<file path="config.mk">
export PLATFORM = sky130hd
export DESIGN_NAME = aes_text_in_loader_flat
export DESIGN_NICKNAME = d
export VERILOG_FILES = /design/src/rtl/aes_text_in_loader_if.sv /design/src/rtl/aes_text_in_loader.sv /design/src/flat_wrapper.sv
export SDC_FILE = /design/constraint.sdc
export NUM_CORES = 1
export LEC_CHECK = 0
export CAP_MARGIN = 15
export CELL_PAD_IN_SITES_DETAIL_PLACEMENT = 0
export CELL_PAD_IN_SITES_GLOBAL_PLACEMENT = 2
export CORE_UTILIZATION = 48
export DETAILED_ROUTE_END_ITERATION = 6
export DONT_BUFFER_PORTS = 1
export HOLD_SLACK_MARGIN = 0.02
export PLACE_DENSITY_LB_ADDON = 0.1
export SETUP_SLACK_MARGIN = 0.15
export SLEW_MARGIN = 15
export SYNTH_ARGS = -nofsm -noshare
export SYNTH_HDL_FRONTEND = slang
export SYNTH_SLANG_ARGS = --single-unit
</file>
<file path="constraint.sdc">
create_clock -name clk -period 14.05 [get_ports clk]
set_input_delay 2.1075 -clock clk [delete_from_list [all_inputs] [get_ports clk]]
set_output_delay 2.1075 -clock clk [all_outputs]
set_load 0.05 [all_outputs]
</file>
<file path="src/rtl/aes_text_in_loader_if.sv">
`default_nettype none
// +--------------------------------------------------------------------------+
// | aes_text_in_loader_if                                                    |
// | Valid/ready word stream feeding the AES plaintext block loader.          |
// | Revision: 1.0                                                            |
// +--------------------------------------------------------------------------+
interface aes_text_in_loader_if #(
  parameter int WORD_W = 32
);
  logic              in_valid;
  logic              in_ready;
  logic [WORD_W-1:0] in_data;

  modport master (output in_valid, output in_data, input  in_ready);
  modport slave  (input  in_valid, input  in_data, output in_ready);
endinterface
`default_nettype wire

</file>
<file path="src/rtl/aes_text_in_loader.sv">
`default_nettype none
// +--------------------------------------------------------------------------+
// | aes_text_in_loader                                                       |
// | Assembles WORD_W-bit plaintext words MSB-first into the 128-bit block    |
// | register, pulses core_ld, then waits for core_done before refilling.     |
// | Optional macro AES_TEXT_IN_BYTESWAP_EN byte-reverses each input word.    |
// | Revision: 1.0                                                            |
// +--------------------------------------------------------------------------+
module aes_text_in_loader #(
  parameter int WORD_W = 32
) (
  input  wire           clk,
  input  wire           rst,
  aes_text_in_loader_if.slave in_if,
  output logic          core_ld,
  input  wire           core_done,
  output logic [127:0]  text_in_r,
  output logic          busy,
  output logic          err_done
);

  localparam int N_WORDS = 128 / WORD_W;
  localparam int CNT_W   = $clog2(N_WORDS);
  localparam logic [CNT_W-1:0] LAST_CNT = CNT_W'(N_WORDS - 1);

  typedef enum logic [1:0] {
    S_FILL = 2'd0,
    S_LOAD = 2'd1,
    S_WAIT = 2'd2
  } state_t;

  state_t             state, state_nxt;
  logic [CNT_W-1:0]   cnt, cnt_nxt;
  logic [127:0]       asm_q, asm_nxt;
  logic [127:0]       text_nxt;
  logic               ready, ready_nxt;
  logic               ld_nxt;
  logic               err_nxt;
  logic               accept;
  wire  [WORD_W-1:0]  word;

`ifdef AES_TEXT_IN_BYTESWAP_EN
  // Little-endian bus: lowest input byte lands in the most significant slot.
  for (genvar b = 0; b < WORD_W / 8; b++) begin : g_swap
    assign word[8*b +: 8] = in_if.in_data[WORD_W-8-8*b +: 8];
  end
`else
  assign word = in_if.in_data;
`endif

  assign in_if.in_ready = ready;
  assign accept         = in_if.in_valid & ready;
  assign busy           = (state != S_FILL);

  always_ff @(posedge clk or posedge rst) begin
    if (rst) begin
      state     <= S_FILL;
      cnt       <= '0;
      asm_q     <= '0;
      text_in_r <= '0;
      ready     <= 1'b0;
      core_ld   <= 1'b0;
      err_done  <= 1'b0;
    end else begin
      state     <= state_nxt;
      cnt       <= cnt_nxt;
      asm_q     <= asm_nxt;
      text_in_r <= text_nxt;
      ready     <= ready_nxt;
      core_ld   <= ld_nxt;
      err_done  <= err_nxt;
    end
  end

  always_comb begin
    state_nxt = state;
    cnt_nxt   = cnt;
    asm_nxt   = asm_q;
    text_nxt  = text_in_r;
    ready_nxt = ready;
    ld_nxt    = 1'b0;
    err_nxt   = err_done;

    case (state)
      S_FILL: begin
        ready_nxt = 1'b1;
        if (core_done) err_nxt = 1'b1;
        if (accept) begin
          asm_nxt = {asm_q[127-WORD_W:0], word};
          if (cnt == LAST_CNT) begin
            text_nxt  = {asm_q[127-WORD_W:0], word};
            cnt_nxt   = '0;
            ready_nxt = 1'b0;
            ld_nxt    = 1'b1;
            state_nxt = S_LOAD;
          end else begin
            cnt_nxt = cnt + CNT_W'(1);
          end
        end
      end
      S_LOAD: begin
        // A done arriving here is spurious but must not stall the hand-off.
        if (core_done) err_nxt = 1'b1;
        state_nxt = S_WAIT;
      end
      S_WAIT: begin
        if (core_done) begin
          ready_nxt = 1'b1;
          state_nxt = S_FILL;
        end
      end
      default: begin
        state_nxt = S_FILL;
        ready_nxt = 1'b0;
      end
    endcase
  end

endmodule
`default_nettype wire

</file>
<file path="src/flat_wrapper.sv">
// flat-port wrapper written by rule: the top's interface ports become plain ports
module aes_text_in_loader_flat 
#(
  parameter int WORD_W = 32
)
  (clk, rst, core_ld, core_done, text_in_r, busy, err_done, in_if_in_valid, in_if_in_data, in_if_in_ready);
  aes_text_in_loader_if #(.WORD_W(WORD_W)) in_if_i ();
  input  wire clk;
  input  wire rst;
  output logic core_ld;
  input  wire core_done;
  output logic [127:0] text_in_r;
  output logic busy;
  output logic err_done;
  input wire logic [$bits(in_if_i.in_valid)-1:0] in_if_in_valid;
  input wire logic [$bits(in_if_i.in_data)-1:0] in_if_in_data;
  output wire logic [$bits(in_if_i.in_ready)-1:0] in_if_in_ready;
  assign in_if_i.in_valid = in_if_in_valid;
  assign in_if_i.in_data = in_if_in_data;
  assign in_if_in_ready = in_if_i.in_ready;
  aes_text_in_loader #(.WORD_W(WORD_W)) u_core (.clk(clk), .rst(rst), .in_if(in_if_i), .core_ld(core_ld), .core_done(core_done), .text_in_r(text_in_r), .busy(busy), .err_done(err_done));
endmodule
</file>
After elaboration in Yosys (flattened, before gate mapping):

Cells that the tools add are included.

* bits of input ports: 36
* register bits: 231
* output and inout port bits: 132
* word-level logic and storage cells: 36

* reduce and logical (&&, ||, !) cells: 8
* bitwise gates (word level): 2
* add/sub/neg operators: 1
* multiplexer cells: 12
* equal/unequal tests: 6

Operators by type and width (number)
* $mux 2: 4
* $mux 1: 6
* $pmux 2 s3: 1
* $reduce_and 2->1: 3
* $reduce_and 3->1: 2
* $eq 2x2->1 const B: 2
* $ne 2x1->1 const B: 2
* $pmux 1 s3: 1
* $add 2x1->2 const B: 1
* $eq 2x1->1 const B: 1
* $logic_not 2->1: 1
* $ne 2x2->1 const B: 1
* $reduce_bool 2->1: 1
* $reduce_or 2->1: 1
* $and 1x1->1: 1
* $not 1->1: 1

Logic depth before layout (Yosys ltp):

* depth after elaboration: 4
* mapped depth: 7
* gate-level depth less buffers: 4

Worst setup path after synthesis:

Ideal clock, no wire load.

* path type: input port to flip-flop
* start: input port in_if_in_valid
* end: register u_core.text_in_r[10]
* slack: 10.665 ns
* stages: 7
* path buffers: 3
* setup time: 0.127 ns
* arrival time: 3.257 ns
* required time: 13.923 ns
* cells stage by stage: nor4bb_1 > buf_2 > nand2_4 > inv_2 > buf_6 > buf_6 > mux2_1

* cells in the longest elaborated chain, start to end: 2

Ends and longest elaborated chain
* start: declaration: line flat_wrapper.sv:15 `input wire logic [$bits(in_if_i.in_valid)-1:0] in_if_in_valid;`
* $and 1x1->1: line aes_text_in_loader.sv:52 `assign accept = in_if.in_valid & ready;`
* $reduce_and 3->1 (no source line)
* end signal: assignment: line aes_text_in_loader.sv:68 `text_in_r <= text_nxt;`
* end: declaration: line aes_text_in_loader.sv:17 `output logic [127:0] text_in_r,`

Every way passes these cells.
A chain may end at the register's enable or synchronous reset.

Worst setup path after layout:

* start: input port in_if_in_valid
* end: register u_core.text_in_r[0]

Same word-level chain as after synthesis.

==> metrics.log <==
INFO  metric tritoncts_num_sinks = 231
INFO  metric worst_ep_arrival_time = 5.11 ns
INFO  metric core_region_area = 0.01742 mm²
INFO  metric fp.dieArea = 0.01844 mm²
INFO  metric timing.hold.worst.class = reg2reg
INFO  metric average_footprint_of_a_synthesized_cell = 17.33 µm²
INFO  metric viasPerCell = 5.358
INFO  metric tightest_slew_margin_relative_to_the_limit = 0.3302
INFO  metric timing.clock.skew = 0.006297 ns
INFO  metric grt_antenna_before_repair = 0
INFO  metric grt_overflow = 0
INFO  metric worstMarginPinSlew = 1.005 ns
INFO  metric period_minus_slack = 4.726 ns
INFO  metric rsz_0062_raised_after_global_routing = no
INFO  metric initial_core_util = 0.4934
INFO  metric clock_latency = 0.50 ns
INFO  metric cts.repair.resized = 0
INFO  metric outcome = complete, no violations
INFO  metric insertedDiodeCount = 0
INFO  metric setup-tns-final = 0 ns
INFO  metric layout.cells.most_common = dfrtp_1
INFO  metric htree_num_levels = 1
INFO  metric data_required_time_of_the_worst_path = 14.43 ns
INFO  metric syn-cell-area = 0.008593 mm²
INFO  metric async_flop_share = 1.000
INFO  metric chipHeight = 135.8 µm
INFO  metric critPathLaunchType = input port
INFO  metric rows = 48
INFO  metric number_of_flops_mapped_to_enable_cells_by_yosys = 0
INFO  metric postSynth.topFlopCell = dfrtp_1
INFO  metric syn2layout_area_growth = 11.63%
INFO  metric fillCellCount = 1,405
INFO  metric drt-wirelength-per-cell = 19.05 µm
INFO  metric tritoncts.num_buffers = 24
INFO  metric drive_above_1_share = 0.4440
INFO  metric finalWirelength = 14.16 mm
INFO  metric synth-warning-count = 0
INFO  metric fp.dieW = 135.8 µm
INFO  metric clk_transition_reported_paths = 0.06 ns
INFO  metric synth.distinct_cells = 18
INFO  metric final_cell_mix = dfrtp_1, mux2_2, mux2_1
INFO  metric cts_root_buffer = clkbuf_16
INFO  metric grt_start_max_net_pins = 107
INFO  metric post-route-period-util = 0.3363
INFO  metric max_freq = 211.6 MHz
INFO  metric syn_nets = 533
INFO  metric syn-instance-count = 496
INFO  metric grt_first_pass_wirelength = 22.90 mm
INFO  metric hpwl = 8.875 mm
INFO  metric detailedRoute.firstIterationViolations = 118
INFO  metric layout.nets = 540
INFO  metric port-buffer-count = 0
INFO  metric drtAntennaViolNets = 0
INFO  metric cts_hold_repair.buffers = 0
INFO  metric ioPinCount = 168
INFO  metric detailroute.via_count = 3,981
INFO  metric drt_pre_antenna_iters = 4
INFO  metric timing.max_cap.violations = 0
INFO  metric place_congestion = 0.7020
INFO  metric tritoncts = yes
INFO  metric critPathKind = in2reg
INFO  metric clk_path_buf_depth = 3
INFO  metric number_of_endpoints_with_negative_hold_slack_in_the_final_report = 0
INFO  metric finalSetupViolCount = 0
INFO  metric drt_drc_violations_left = 0
INFO  metric global_route_usage_sum = 0.1577
INFO  metric critical_path.max_fanout = 73
INFO  metric critical_path_capture_point_type = flop
INFO  metric timing.final.max_slew_violations = 0
INFO  metric synth-seq-cells = 231
INFO  metric part_of_the_yosys_area_used_for_sequential_elements = 0.6727
INFO  metric post_cts_setup_buffer_count = 0
INFO  metric via_count_of_the_first_global_routing_pass = 4,326
[area by class of cell]
type | count | area, µm² | area share
flip-flops and latches | 231 | 5781 | 0.6026
multi-input cells | 237 | 2644 | 0.2756
clock buffers | 38 | 734.5 | 0.07656
well taps | 225 | 281.5 | 0.02935
clock inverters | 3 | 90.09 | 0.009391
repair buffers | 5 | 37.54 | 0.003913
inverters | 4 | 25.02 | 0.002609
[critical path, stage by stage]
cell and delay [ns]:
nor4bb_4 0.15, buf_4 0.61, nand2_4 0.46, inv_4 0.41, buf_4 0.78, mux2_2 0.42
[kinds of logic (layout without fill, tap and decap cells)]
kind of cell / Yosys count / in the layout / synth area share
simple gates: 7 / 7 / 0.005388
fa+ha+maj: 1 / 1 / 0.001456
flops: 231 / 231 / 0.6727
buf+inv: 28 / 50 / 0.02140
compound gates: 2 / 2 / 0.001748
mux: 227 / 227 / 0.2973
[synthesized netlist by cell type, types with 2 or more instances]
cell     instances  area (µm²)
mux2_1          40       450.4
mux2_2         186        2095
dfrtp_1        231        5781
inv_1            3       11.26
buf_4            7       52.55
buf_6            5       56.30
nor2_1           2       7.510
buf_2           12       60.06
[per-stage QoR]
stage / instance area, µm² / worst slack [ns] / hold WS, ns / util / instances
floorplan: 8593 / 5.610 / 0.4749 / - / 496
global placement: 8768 / 8.796 / 0.4839 / 0.5034 / 702
detailed placement: 8768 / 8.754 / 0.4881 / 0.5034 / 702
CTS: 9593 / 9.287 / 0.5011 / 0.5508 / 743
global route: 9593 / 9.070 / 0.5092 / 0.5508 / 743
finish: 9593 / 9.324 / 0.5004 / 0.5508 / 743
[flip-flops by register name, indices dropped and copies added (netlist names)]
register               count
u_core.cnt                 2
u_core.state               2
u_core.text_in_r         128
u_core.core_ld             1
u_core.err_done            1
u_core.in_if.in_ready      1
u_core.asm_q              96
[path summary, 6_finish.rpt]
| kind | start | to | slack [ns] | cells after the start |
|---|---|---|---|---|
| min | u_core.asm_q[95] | u_core.text_in_r[127] | 0.50 | 1 |
| min reg2reg | u_core.asm_q[95] | u_core.text_in_r[127] | 0.50 | 1 |
| min in group asynchronous | rst | u_core.text_in_r[10] | 1.54 | 1 |
| max | in_if_in_valid | u_core.text_in_r[0] | 9.32 | 6 |
| max in group asynchronous | rst | u_core.text_in_r[122] | 10.48 | 3 |
| max reg2reg | u_core.in_if.in_ready | u_core.text_in_r[0] | 10.05 | 6 |
[metal layers]
metal / global-route usage / wire, µm / vias up
met5: 0 / 0 / -
met1: 0.1995 / 5855 / 2083
met3: 0.06285 / 1283 / 25
met2: 0.2455 / 6652 / 120
li1: - / - / 1753
met4: 0.05368 / 365 / 0
Power is not shown: default switching activity piles up to over one toggle a cycle in this logic, so the estimate is an artifact.
